[config.mk]
export PLATFORM = sky130hd
export DESIGN_NAME = fir_pipe_param
export DESIGN_NICKNAME = d
export VERILOG_FILES = /design/src/rtl/fir_pkg.sv /design/src/rtl/fir_scale_sat.sv /design/src/rtl/fir_pipe_param.sv
export SDC_FILE = /design/constraint.sdc
export NUM_CORES = 1
export LEC_CHECK = 0
export ABC_CLOCK_PERIOD_IN_PS = 6880
export CORE_ASPECT_RATIO = 1.2
export CORE_MARGIN = 2
export CORE_UTILIZATION = 30
export DETAILED_ROUTE_END_ITERATION = 16
export PLACE_DENSITY = 0.52
export SLEW_MARGIN = 15
export SYNTH_ARGS = -nofsm -noshare
export SYNTH_HDL_FRONTEND = slang
export SYNTH_SLANG_ARGS = --single-unit
[constraint.sdc]
create_clock -name clk -period 6.88 [get_ports clk]
set_clock_uncertainty 0.1 [all_clocks]
set_input_delay 1.376 -clock clk [delete_from_list [all_inputs] [get_ports clk]]
set_output_delay 1.376 -clock clk [all_outputs]
set_load 0.03 [all_outputs]
[src/rtl/fir_pkg.sv]
`default_nettype none
// ============================================================================
// Module   : fir_pkg
// Purpose  : Shared FIR definitions: state encoding, clog2, accumulator width.
// Revision : 1.0
// ============================================================================
package fir_pkg;

    typedef enum logic [1:0] {
        ST_IDLE  = 2'd0,
        ST_RUN   = 2'd1,
        ST_DRAIN = 2'd2,
        ST_DONE  = 2'd3
    } fir_state_t;

    localparam int c_shift_w    = 5;
    localparam int c_coef_idx_w = 4;

    function automatic int clog2(input int value);
        int r;
        r = 0;
        for (int i = 0; i < 31; i++) begin
            if ((1 << i) < value) r = i + 1;
        end
        return r;
    endfunction

    // Wide enough that TAPS full-scale products can never overflow the sum.
    function automatic int acc_width(input int data_w, input int coef_w, input int taps);
        return data_w + coef_w + clog2(taps);
    endfunction

endpackage
`default_nettype wire

[src/rtl/fir_scale_sat.sv]
`default_nettype none
// ============================================================================
// Module   : fir_scale_sat
// Purpose  : Combinational round-half-up, arithmetic shift and saturate/truncate.
// Revision : 1.0
// ============================================================================
module fir_scale_sat
    import fir_pkg::*;
#(
    parameter int ACC_W  = 19,
    parameter int DATA_W = 8
) (
    input  logic signed [ACC_W-1:0]     i_acc,
    input  logic        [c_shift_w-1:0] i_shift,
    input  logic                        i_sat_en,
    output logic signed [DATA_W-1:0]    o_result
);

    // Headroom for a rounding constant of up to 2^30 on top of the accumulator.
    localparam int c_ext_w = ((ACC_W > 31) ? ACC_W : 31) + 2;
    localparam logic signed [c_ext_w-1:0] c_max = {{(c_ext_w-DATA_W+1){1'b0}}, {(DATA_W-1){1'b1}}};
    localparam logic signed [c_ext_w-1:0] c_min = {{(c_ext_w-DATA_W+1){1'b1}}, {(DATA_W-1){1'b0}}};

    logic signed [c_ext_w-1:0] w_ext;
    logic signed [c_ext_w-1:0] w_rnd;
    logic signed [c_ext_w-1:0] w_shifted;

    always_comb begin
        w_ext = c_ext_w'(i_acc);
        w_rnd = '0;
        if (i_shift != '0) w_rnd[i_shift - 5'd1] = 1'b1;
        w_shifted = (w_ext + w_rnd) >>> i_shift;
        o_result = w_shifted[DATA_W-1:0];
        if (i_sat_en) begin
            if (w_shifted > c_max)      o_result = c_max[DATA_W-1:0];
            else if (w_shifted < c_min) o_result = c_min[DATA_W-1:0];
        end
    end

endmodule
`default_nettype wire

[src/rtl/fir_pipe_param.sv]
`default_nettype none
// ============================================================================
// Module   : fir_pipe_param
// Purpose  : Memory-to-memory pipelined FIR filter, one sample per cycle.
// Revision : 1.0
// ============================================================================
module fir_pipe_param
    import fir_pkg::*;
#(
    parameter int DATA_W = 8,
    parameter int COEF_W = 8,
    parameter int TAPS   = 5,
    parameter int ADDR_W = 10
) (
    input  logic                           clk,
    input  logic                           rst,
    input  logic                           start,
    input  logic        [ADDR_W-1:0]       input_addr,
    input  logic        [ADDR_W-1:0]       output_addr,
    input  logic        [ADDR_W-1:0]       sample_count,
    input  logic        [c_shift_w-1:0]    shift,
    input  logic                           sat_en,
    input  logic                           coef_we,
    input  logic        [c_coef_idx_w-1:0] coef_idx,
    input  logic signed [COEF_W-1:0]       coef_data,
    output logic        [ADDR_W-1:0]       mem_addr_a,
    input  logic signed [DATA_W-1:0]       mem_data_out_a,
    output logic        [ADDR_W-1:0]       mem_addr_b,
    output logic signed [DATA_W-1:0]       mem_data_in_b,
    output logic                           mem_we_b,
    output logic                           busy,
    output logic                           done,
    output logic        [31:0]             cycle_count
);

    localparam int c_acc_w  = acc_width(DATA_W, COEF_W, TAPS);
    localparam int c_prod_w = DATA_W + COEF_W;

    fir_state_t                  r_state;
    logic        [ADDR_W-1:0]    r_n;
    logic        [ADDR_W-1:0]    r_rd_cnt;
    logic        [ADDR_W-1:0]    r_mem_addr_a;
    logic        [ADDR_W-1:0]    r_mem_addr_b;
    logic        [ADDR_W-1:0]    r_wr_addr;
    logic        [c_shift_w-1:0] r_shift;
    logic                        r_sat_en;
    logic signed [COEF_W-1:0]    r_coef  [TAPS];
    logic signed [DATA_W-1:0]    r_dline [TAPS-1];
    logic signed [c_prod_w-1:0]  r_prod  [TAPS];
    logic signed [c_acc_w-1:0]   r_sum;
    logic signed [DATA_W-1:0]    r_wdata;
    logic                        r_v_cap;
    logic                        r_v_prod;
    logic                        r_v_sum;
    logic                        r_we;
    logic                        r_busy;
    logic                        r_done;
    logic        [31:0]          r_cycles;

    logic signed [DATA_W-1:0]    w_win [TAPS];
    logic signed [c_acc_w-1:0]   w_sum;
    logic signed [DATA_W-1:0]    w_scaled;

    // Tap 0 is the sample arriving from memory this cycle.
    assign w_win[0] = mem_data_out_a;
    for (genvar k = 1; k < TAPS; k++) begin : g_win
        assign w_win[k] = r_dline[k-1];
    end

    always_comb begin
        w_sum = '0;
        for (int k = 0; k < TAPS; k++) begin
            w_sum = w_sum + c_acc_w'(r_prod[k]);
        end
    end

    fir_scale_sat #(
        .ACC_W  (c_acc_w),
        .DATA_W (DATA_W)
    ) u_scale (
        .i_acc    (r_sum),
        .i_shift  (r_shift),
        .i_sat_en (r_sat_en),
        .o_result (w_scaled)
    );

    always_ff @(posedge clk) begin
        if (rst) begin
            r_state      <= ST_IDLE;
            r_n          <= '0;
            r_rd_cnt     <= '0;
            r_mem_addr_a <= '0;
            r_mem_addr_b <= '0;
            r_wr_addr    <= '0;
            r_shift      <= '0;
            r_sat_en     <= 1'b0;
            r_sum        <= '0;
            r_wdata      <= '0;
            r_v_cap      <= 1'b0;
            r_v_prod     <= 1'b0;
            r_v_sum      <= 1'b0;
            r_we         <= 1'b0;
            r_busy       <= 1'b0;
            r_done       <= 1'b0;
            r_cycles     <= '0;
            for (int k = 0; k < TAPS; k++) begin
                r_coef[k] <= '0;
                r_prod[k] <= '0;
            end
            for (int k = 0; k < TAPS-1; k++) r_dline[k] <= '0;
        end else begin
            r_done   <= 1'b0;
            r_v_cap  <= (r_state == ST_RUN);
            r_v_prod <= r_v_cap;
            r_v_sum  <= r_v_prod;
            r_we     <= r_v_sum;

            // A write coinciding with start is dropped so the run sees stable taps.
            if (r_state == ST_IDLE && coef_we && !start) begin
                for (int k = 0; k < TAPS; k++) begin
                    if (int'(coef_idx) == k) r_coef[k] <= coef_data;
                end
            end

            if (r_v_cap) begin
                r_dline[0] <= mem_data_out_a;
                for (int k = 1; k < TAPS-1; k++) r_dline[k] <= r_dline[k-1];
                for (int k = 0; k < TAPS; k++) begin
                    r_prod[k] <= c_prod_w'(w_win[k]) * c_prod_w'(r_coef[k]);
                end
            end
            if (r_v_prod) r_sum <= w_sum;
            if (r_v_sum) begin
                r_wdata      <= w_scaled;
                r_mem_addr_b <= r_wr_addr;
                r_wr_addr    <= r_wr_addr + ADDR_W'(1);
            end

            case (r_state)
                ST_IDLE: begin
                    if (start) begin
                        r_shift      <= shift;
                        r_sat_en     <= sat_en;
                        r_n          <= sample_count;
                        r_rd_cnt     <= '0;
                        r_cycles     <= '0;
                        r_mem_addr_a <= input_addr;
                        r_wr_addr    <= output_addr;
                        r_busy       <= 1'b1;
                        for (int k = 0; k < TAPS-1; k++) r_dline[k] <= '0;
                        if (sample_count == '0) begin
                            r_state <= ST_DONE;
                            r_done  <= 1'b1;
                        end else begin
                            r_state <= ST_RUN;
                        end
                    end
                end
                ST_RUN: begin
                    r_cycles <= r_cycles + 32'd1;
                    if (r_rd_cnt == r_n - ADDR_W'(1)) begin
                        r_state <= ST_DRAIN;
                    end else begin
                        r_rd_cnt     <= r_rd_cnt + ADDR_W'(1);
                        r_mem_addr_a <= r_mem_addr_a + ADDR_W'(1);
                    end
                end
                ST_DRAIN: begin
                    r_cycles <= r_cycles + 32'd1;
                    // Reads are contiguous, so a write with nothing behind it is the last.
                    if (r_we && !r_v_sum) begin
                        r_state <= ST_DONE;
                        r_done  <= 1'b1;
                    end
                end
                ST_DONE: begin
                    r_cycles <= r_cycles + 32'd1;
                    r_busy   <= 1'b0;
                    r_state  <= ST_IDLE;
                end
                default: r_state <= ST_IDLE;
            endcase
        end
    end

    assign mem_addr_a    = r_mem_addr_a;
    assign mem_addr_b    = r_mem_addr_b;
    assign mem_data_in_b = r_wdata;
    assign mem_we_b      = r_we;
    assign busy          = r_busy;
    assign done          = r_done;
    assign cycle_count   = r_cycles;

endmodule
`default_nettype wire

Word-level counts from Yosys, hierarchy flattened
Memory sizes are Yosys's and may differ from the RTL's.
Cells that the tools add are included.
{"block": "word_totals", "in_bits": 60, "ff_bits": 123, "ram_bits": 152, "wordCells": 163, "n_memories": 3, "latch_bits": 0, "rom_bits": 0, "output_inout_bits": 63}
{"block": "op_classes", "n_eq_ne": 12, "reduce_logical": 17, "muxes": 75, "mul": 5, "n_bitwise": 18, "n_lt_le_gt_ge": 4, "n_shift": 1, "add_sub_neg": 11, "n_div": 0}
{"memory": "r_prod", "depth": 5, "word_bits": 16, "read_ports": 5, "rd_ports_with_merged_regs": 0, "wr": 5, "line": "fir_pipe_param.sv:49", "text": "logic signed [c_prod_w-1:0] r_prod [TAPS];"}
{"memory": "r_coef", "depth": 5, "word_bits": 8, "read_ports": 5, "rd_ports_with_merged_regs": 0, "wr": 5, "line": "fir_pipe_param.sv:47", "text": "logic signed [COEF_W-1:0] r_coef [TAPS];"}
{"memory": "r_dline", "depth": 4, "word_bits": 8, "read_ports": 4, "rd_ports_with_merged_regs": 0, "wr": 4, "line": "fir_pipe_param.sv:48", "text": "logic signed [DATA_W-1:0] r_dline [TAPS-1];"}
{"op": "8-bit 2-to-1 mux", "n": 16}
{"op": "8-bit by 8-bit multiplier with 16-bit output", "n": 5}
{"op": "16-bit 2-to-1 mux", "n": 5}
{"op": "10-bit 2-to-1 mux", "n": 7}
{"op": "32-bit 2-to-1 mux", "n": 2}
{"op": "32-bit one-hot mux with 2 select lines", "n": 1}
{"op": "10-bit one-hot mux with 2 select lines", "n": 2}
{"op": "1-bit 2-to-1 mux", "n": 34}
{"op": "19-bit by 33-bit adder with 33-bit output", "n": 1}
{"op": "33-bit by 8-bit > comparator with 1-bit output, second input constant", "n": 1}
{"op": "33-bit by 8-bit less-than comparator with 1-bit output, second input constant", "n": 1}
{"op": "33-bit by 5-bit >>> shifter with 33-bit output", "n": 1}
{"op": "32-bit by 1-bit adder with 32-bit output, second input constant", "n": 1}
{"op": "10-bit by 1-bit adder with 10-bit output, second input constant", "n": 3}
{"op": "18-bit by 16-bit adder with 19-bit output", "n": 1}
{"op": "19-bit by 16-bit adder with 19-bit output", "n": 1}
{"op": "17-bit by 16-bit adder with 18-bit output", "n": 1}
{"op": "1-bit OR", "n": 18}
{"op": "16-bit by 16-bit adder with 17-bit output", "n": 1}
{"op": "10-bit == test", "n": 1}
{"op": "10-bit logical NOT", "n": 1}
{"op": "10-bit by 1-bit subtractor with 10-bit output, second input constant", "n": 1}
{"op": "4-bit by 3-bit == test with 1-bit output, second input constant", "n": 2}
{"op": "2-bit 2-to-1 mux", "n": 4}
{"op": "other kinds (21)", "n": 32}

Logic depth before layout (Yosys ltp)
{"block": "depth", "depth_word": 12, "depth_mapped": 23}

Cells and area by module
Synthesis repeated with hierarchy kept, for this count alone.
{"block": "hier_totals", "hier_cells": 3398, "area_unflattened_um2": 30634.4}
{"mod": "fir_pipe_param", "instances": 1, "seq_area_each_um2": 6866.6, "cells_each": 2611, "area_each_um2": 25284.2}
{"mod": "fir_scale_sat", "instances": 1, "seq_area_each_um2": 0.0, "cells_each": 787, "area_each_um2": 5350.1}

Least setup slack after synthesis
No wires, ideal clock.
{"block": "synth_timing", "kind": "register -> register", "from": "register r_shift[4]", "to": "register r_wdata[1] (netlist: mem_data_in_b[1])", "t_required_ns": 6.645, "slack_ns": 0.969, "setup_time_ns": 0.135, "period_less_slack_ns": 5.911, "arrival_ns": 5.676, "stages_incl_launch_ff": 22, "path_cell_list": "dfxtp_1 clkbuf_1 clkbuf_1 clkbuf_1 clkbuf_1 nor3_1 ha_1 fa_1 a211oi_1 o21a_1 o21a_1 o21a_2 o211ai_2 mux2_2 a21boi_1 mux2_4 o211ai_2 or3_1 or4_1 or4_4 o41ai_4 o22ai_1"}
{"block": "synth_between", "elab_chain_len": 12, "elab_cells_between_ends": 15, "cone_classes": "2 x add/sub; 4 x order compare; 1 x shift; 6 x mux; 2 x reduce/logical"}
{"item": "from (decl)", "line": "fir_pipe_param.sv:45", "text": "logic [c_shift_w-1:0] r_shift;"}
{"item": "from (signal assigned)", "line": "fir_pipe_param.sv:142", "text": "r_shift <= shift;"}
{"item": "5-bit by 1-bit subtractor with 5-bit output", "line": "fir_scale_sat.sv:31", "text": "if (i_shift != '0) w_rnd[i_shift - 5'd1] = 1'b1;"}
{"item": "5-bit by 7-bit less-than comparator with 1-bit output (implied by the code) / 5-bit by 1-bit >= comparator with 1-bit output (equally long branches)", "line": "fir_scale_sat.sv:31"}
{"item": "1-bit logical AND (implied by the code)", "line": "fir_scale_sat.sv:31"}
{"item": "1-bit 2-to-1 mux (implied by the code)", "line": "fir_scale_sat.sv:31"}
{"item": "1-bit demux with 5-bit select"}
{"item": "32-bit 2-to-1 mux", "line": "fir_scale_sat.sv:31"}
{"item": "19-bit by 33-bit adder with 33-bit output", "line": "fir_scale_sat.sv:32", "text": "w_shifted = (w_ext + w_rnd) >>> i_shift;"}
{"item": "33-bit by 5-bit >>> shifter with 33-bit output *", "line": "fir_scale_sat.sv:32"}
{"item": "33-bit by 8-bit less-than comparator with 1-bit output", "line": "fir_scale_sat.sv:36", "text": "else if (w_shifted < c_min) o_result = c_min[DATA_W-1:0];"}
{"item": "8-bit 2-to-1 mux", "line": "fir_scale_sat.sv:36"}
{"item": "8-bit 2-to-1 mux", "line": "fir_scale_sat.sv:35", "text": "if (w_shifted > c_max) o_result = c_max[DATA_W-1:0];"}
{"item": "8-bit 2-to-1 mux *", "line": "fir_scale_sat.sv:34", "text": "if (i_sat_en) begin"}
{"item": "to (signal assigned)", "line": "fir_pipe_param.sv:134", "text": "r_wdata <= w_scaled;"}
{"item": "to (decl)", "line": "fir_pipe_param.sv:51", "text": "logic signed [DATA_W-1:0] r_wdata;"}
Every way passes the cells marked *; elsewhere a longest branch is shown, timed or not.
A chain may end at the register's enable or synchronous reset.

Worst setup path in the final report
{"block": "layout_timing", "from": "register r_shift[4]", "to": "register r_wdata[0] (netlist: mem_data_in_b[0])"}
Same word-level chain as after synthesis.

==> out/metrics.sh <==
SYNTH_XOR_XNOR_AREA_SHARE_PCT=4.387
FIN_CRIT_NS=6.264
SYNTH_ENABLE_FLOP_CELLS=136
NETLIST.AREA_LEADER.SHARE_PCT=22.57
CTS_MAX_PATH_BUFFERS=3
ASYNC_FLOP_SHARE_PCT=0
MIN_PATH_CELLS=2
TOTALWIRELENGTH_UM=79870
SYNTHESIS.AREA_UM2=28920
WORSTMARGINPINSLEW_NS=1.091
POSTCTSHOLDBUFS=0
SETUP_VIOLATION_TOTAL_IN_THE_FINAL_TIMING_REPORT=0
MAXCAPVIOLCOUNT=0
POST-DP-HPWL_UM=63630
SYN_AVG_CELL_AREA_UM2=9.310
DR.FIRST_ITER.DRC_COUNT=1191
SYNTH_AREA_LEADER_CELL='sky130_fd_sc_hd__fa_1'
HP-CLASS='flop to flop'
FMAXACHIEVABLE_GHz=0.1596
CTS_TREE='yes'
PLACEMENTROWS=124
DRIVE_GT1_SHARE_PCT=5.020
P_INT_mW=5.173
FIRST_PASS_ITERS=5
WORST-R2R-CELL-COUNT=19
CLKSLEWWORSTSETUPHOLDPATHS_NS=0.06
CRITICAL_PATH.CELL_CHAIN='nor2_1, nand2_1, nor2_1, ha_1, a21oi_2, and2_1, a21bo_1, a31oi_1, a21oi_1, xor2_1, a222oi_1, buf_4, o22ai_1, a211oi_1, or3_1, or4_1, or4_4, o41ai_4, o32ai_1'
POST-ROUTE-PERIOD-UTIL_PCT=91.05
NUM-NETS-FINAL=3773
SLOWEST_DELAY_NS=0.54
YOSYS.AREA_SHARE.ADDER_PCT=31.44
SYNTHESIS.YOSYS.WARNINGS=0
GRT_MAX_DEGREE=100
FINALHOLDVIOLCOUNT=0
CTS_SETUP_BUFFERS=0
IO_BUFFER_COUNT=122
YS_TYPES=102
CTS-ROOT-BUF='sky130_fd_sc_hd__clkbuf_16'
NUMCLOCKSINKS=275
YOSYS_MOST_USED_DFF='sky130_fd_sc_hd__dfxtp_1'
WORST-R2R-SETUP-SLACK_NS=0.62
POST_CTS_RESIZE_COUNT=0
FIRST_GLOBAL_VIAS=22970
NUMCTSBUFFERS=36
PATH_MAX_FANOUT=10
WL_PER_CELL_UM=17.88
REG2REG_TO='mem_data_in_b[0]$_SDFFE_PP0P_'
DIE_H_UM=344.1
PLACED_CELL_AREA_UM2=31530
HOLDCRITSTARTPOINT='r_n[9]$_SDFFE_PP0P_'
DIE-WIDTH_UM=287.4
ARRIVAL_TIME_AT_THE_WORST_ENDPOINT_NS=6.55
FLOORPLAN.IO_PINS=123
NUM_VIAS=22040
REPORT.FINAL.SLEW_VIOL_COUNT=0
POWER_DENSITY_nW_PER_UM2=273.0
SETUP.WORST_PATH.CLASS='flop to flop'
PLACE.DETAILED.INSTANCES=4404
POWER.SHARE.CLOCK_PCT=21.8
CORE_UM2=95420
CP_SLOWEST_CELL='sky130_fd_sc_hd__o41ai_4'
GRT_UTIL_ALL_LAYERS_PCT=16.20
CLK_LATENCY_NS=0.55
SWITCHING_PART_OF_THE_TOTAL_PCT=42.14
DOMINANT_COMBINATIONAL_CELL_FAMILY_BY_AREA_AFTER_SYNTHESIS='adder cells'
FINALSETUPTNS_NS=0
ANTENNA_FOUND_INITIAL=1
MUXSHAREOFSYNTHAREA_PCT=3.033
INITIAL_UTILIZATION_PCT=30.31
WORST_SLEW_MARGIN_REL_PCT=26.50
SYNTH_COMPOUND_GATE_AREA_SHARE_PCT=12.76
TOTAL_POWER_mW=8.940
TIMING.CRITICAL_PATH.REQUIRED_NS=7.16
CRIT_CELLS=19
SYNTH_SEQUENTIAL_AREA_RATIO_PCT=23.75
WORST_PATH_BUF_INV=1
YOSYS-TOP-CELLS-AREA='sky130_fd_sc_hd__fa_1, sky130_fd_sc_hd__edfxtp_1, sky130_fd_sc_hd__dfxtp_1'
MAPPEDNETLISTNETS=3697
CRITICAL_PATH.TOP_DELAY_FAMILY='simple AND/OR/NAND/NOR gates'
SEQ_POWER_SHARE_PCT=24.7
GRT_SETUP_UNREPAIRED='false'
POWER.COMBINATIONAL.FRACTION_PCT=53.5
GLOBALROUTE.TOTALOVERFLOW=0
END_KIND='flop'
TOTAL_LEAKAGE_POWER_nW=14.19
FP.DIEAREA_UM2=98900
HOLDPATHEND='r_n[9]$_SDFFE_PP0P_'
FINAL_DESIGN_INSTANCE_AREA_WITHOUT_FILL_UM2=32750
RUN_STATUS='complete, no violations'
DETAIL_ROUTE.VIAS_PER_CELL=4.933
TOTAL_SWITCHING_POWER_mW=3.767
DRC=0
CRITICAL_PATH.MOST_COMMON_CELL='sky130_fd_sc_hd__nor2_1'
WORSTREG2REGSTART='r_shift[4]$_SDFFE_PP0P_'
IR_DROP_WORST_CASE_VDD_uV=158.1
SYNTH-SEQ-CELLS=275
MAXIMUM_LEVEL_OF_THE_CTS_H_TREE=2
SYNTHTOLAYOUTAREAGROWTH_PCT=13.25
NETLIST_INSTANCES=3106
CRITPATHLAUNCHTYPE='flop'
FINISH.CELL_COUNT_WITHOUT_FILLERS=4468
DETAIL-ROUTE-ANTENNA-NETS=0
LAYOUT.CORE_UTILIZATION_PCT=34.32
SIMPLE_GATE_SHARE_OF_THE_SYNTHESIZED_AREA_PCT=18.50
FINALWEIGHTEDCONGESTION=0.8917
GRT_PASS1_WL_UM=127600
==> synth_stat cells (all sizes together), types with 8 or more instances <==
cell    count
a211o       9
a211oi     31
a21boi     11
a21o       29
a21oi     155
a221oi     10
a22o       11
a22oi      11
a31oi      12
and2      227
and3       38
buf        27
clkbuf     96
dfxtp     139
edfxtp    136
fa        326
ha        205
inv       338
mux2       14
mux2i      58
nand2     253
nand2b     47
nand3      73
nand4      27
nor2      282
nor2b      21
nor3       44
o211ai     23
o21a       25
o21ai      69
o21bai     32
o22ai      11
o31ai      14
o32ai       8
or2        16
or3        21
or4        10
xnor2     112
xor2       32
==> state kept, by name, summed over array words and instances (netlist names), 19 cells and up <==
name,flops
r_coef,40
cycle_count,32
r_dline,32
r_prod,80
r_sum,19
==> layer usage <==
layer / track usage, % / vias to the layer above / routed length, um
met3: 1.581 / 118 / 2617
met1: 20.45 / 10850 / 34470
met5: 0 / - / 10
li1: - / 10650 / -
met4: 4.601 / 2 / 1954
met2: 29.21 / 422 / 40820
==> logic make-up after synthesis <==
logic type      Yosys count
xor+xnor                144
simple gates           1082
flops                   275
other cells               1
mux                      78
buf+inv                 464
compound gates          531
fa+ha+maj               531
==> worst reg2reg max path: stages (launching register included) <==
cell and delay, ns:
sky130_fd_sc_hd__dfxtp_1 0.43, sky130_fd_sc_hd__nor2_1 0.40, sky130_fd_sc_hd__nand2_1 0.35, sky130_fd_sc_hd__nor2_1 0.18, sky130_fd_sc_hd__ha_1 0.35, sky130_fd_sc_hd__a21oi_2 0.26
sky130_fd_sc_hd__and2_1 0.20, sky130_fd_sc_hd__a21bo_1 0.33, sky130_fd_sc_hd__a31oi_1 0.26, sky130_fd_sc_hd__a21oi_1 0.31, sky130_fd_sc_hd__xor2_1 0.42, sky130_fd_sc_hd__a222oi_1 0.20
sky130_fd_sc_hd__buf_4 0.21, sky130_fd_sc_hd__o22ai_1 0.15, sky130_fd_sc_hd__a211oi_1 0.08, sky130_fd_sc_hd__or3_1 0.30, sky130_fd_sc_hd__or4_1 0.43, sky130_fd_sc_hd__or4_4 0.45
sky130_fd_sc_hd__o41ai_4 0.54, sky130_fd_sc_hd__o32ai_1 0.16
==> cell usage in the layout, fill, tap and decap left out, drive strengths merged, types with 69 or more instances in the layout <==
| cell | n |
|---|---|
| inv | 336 |
| fa | 326 |
| nor2 | 282 |
| nand2 | 253 |
| and2 | 227 |
| ha | 205 |
| a21oi | 155 |
| dfxtp | 139 |
| edfxtp | 136 |
| clkdlybuf4s50 | 121 |
| xnor2 | 112 |
| nand3 | 73 |
| o21ai | 69 |
==> through the flow <==
step | setup slack, ns | hold slack, ns
floorplan | 0.9687 | 0.3478
global placement | 0.3663 | 0.3563
detailed placement | 0.3349 | 0.3664
CTS | 0.6563 | 0.3747
global route | 0.1600 | 0.4057
finish | 0.6157 | 0.3726
==> worst max path at each step <==
stage,end,slack [ns],startpoint
4_1_cts,mem_data_in_b[0]$_SDFFE_PP0P_,0.66,r_shift[2]$_SDFFE_PP0P_
3_5_place_dp,r_prod[0][15]$_SDFFCE_PN0P_,0.33,mem_data_out_a[5]
6_report,mem_data_in_b[0]$_SDFFE_PP0P_,0.62,r_shift[4]$_SDFFE_PP0P_
3_3_place_gp,r_prod[0][15]$_SDFFCE_PN0P_,0.37,mem_data_out_a[5]
2_1_floorplan,mem_data_in_b[1]$_SDFFE_PP0P_,0.97,r_shift[4]$_SDFFE_PP0P_
5_1_grt,mem_data_in_b[3]$_SDFFE_PP0P_,0.16,r_shift[2]$_SDFFE_PP0P_
==> layout make-up <==
class                      instances  area, um2
clock buffer                      51       1072
antenna                            1      2.502
tap                             1260       1577
timing repair buffer             161       1511
fill                            9905      62670
sequential                       275       6868
clock inverter                    12      148.9
inverter                         341       1281
multi-input combinational       2367      20290
==> power groups by stage <==
| stage | clock network, mW | registers (mW) | logic, mW |
|---|---|---|---|
| floorplan | 0 | 2.18 | 3.56 |
| global placement | 0 | 2.24 | 4.80 |
| detailed placement | 0 | 2.25 | 4.83 |
| CTS | 2.00 | 2.21 | 4.86 |
| global route | 2.06 | 2.24 | 5.42 |
| finish | 1.95 | 2.21 | 4.78 |
Note: power is estimated with default switching activity, not from simulation.
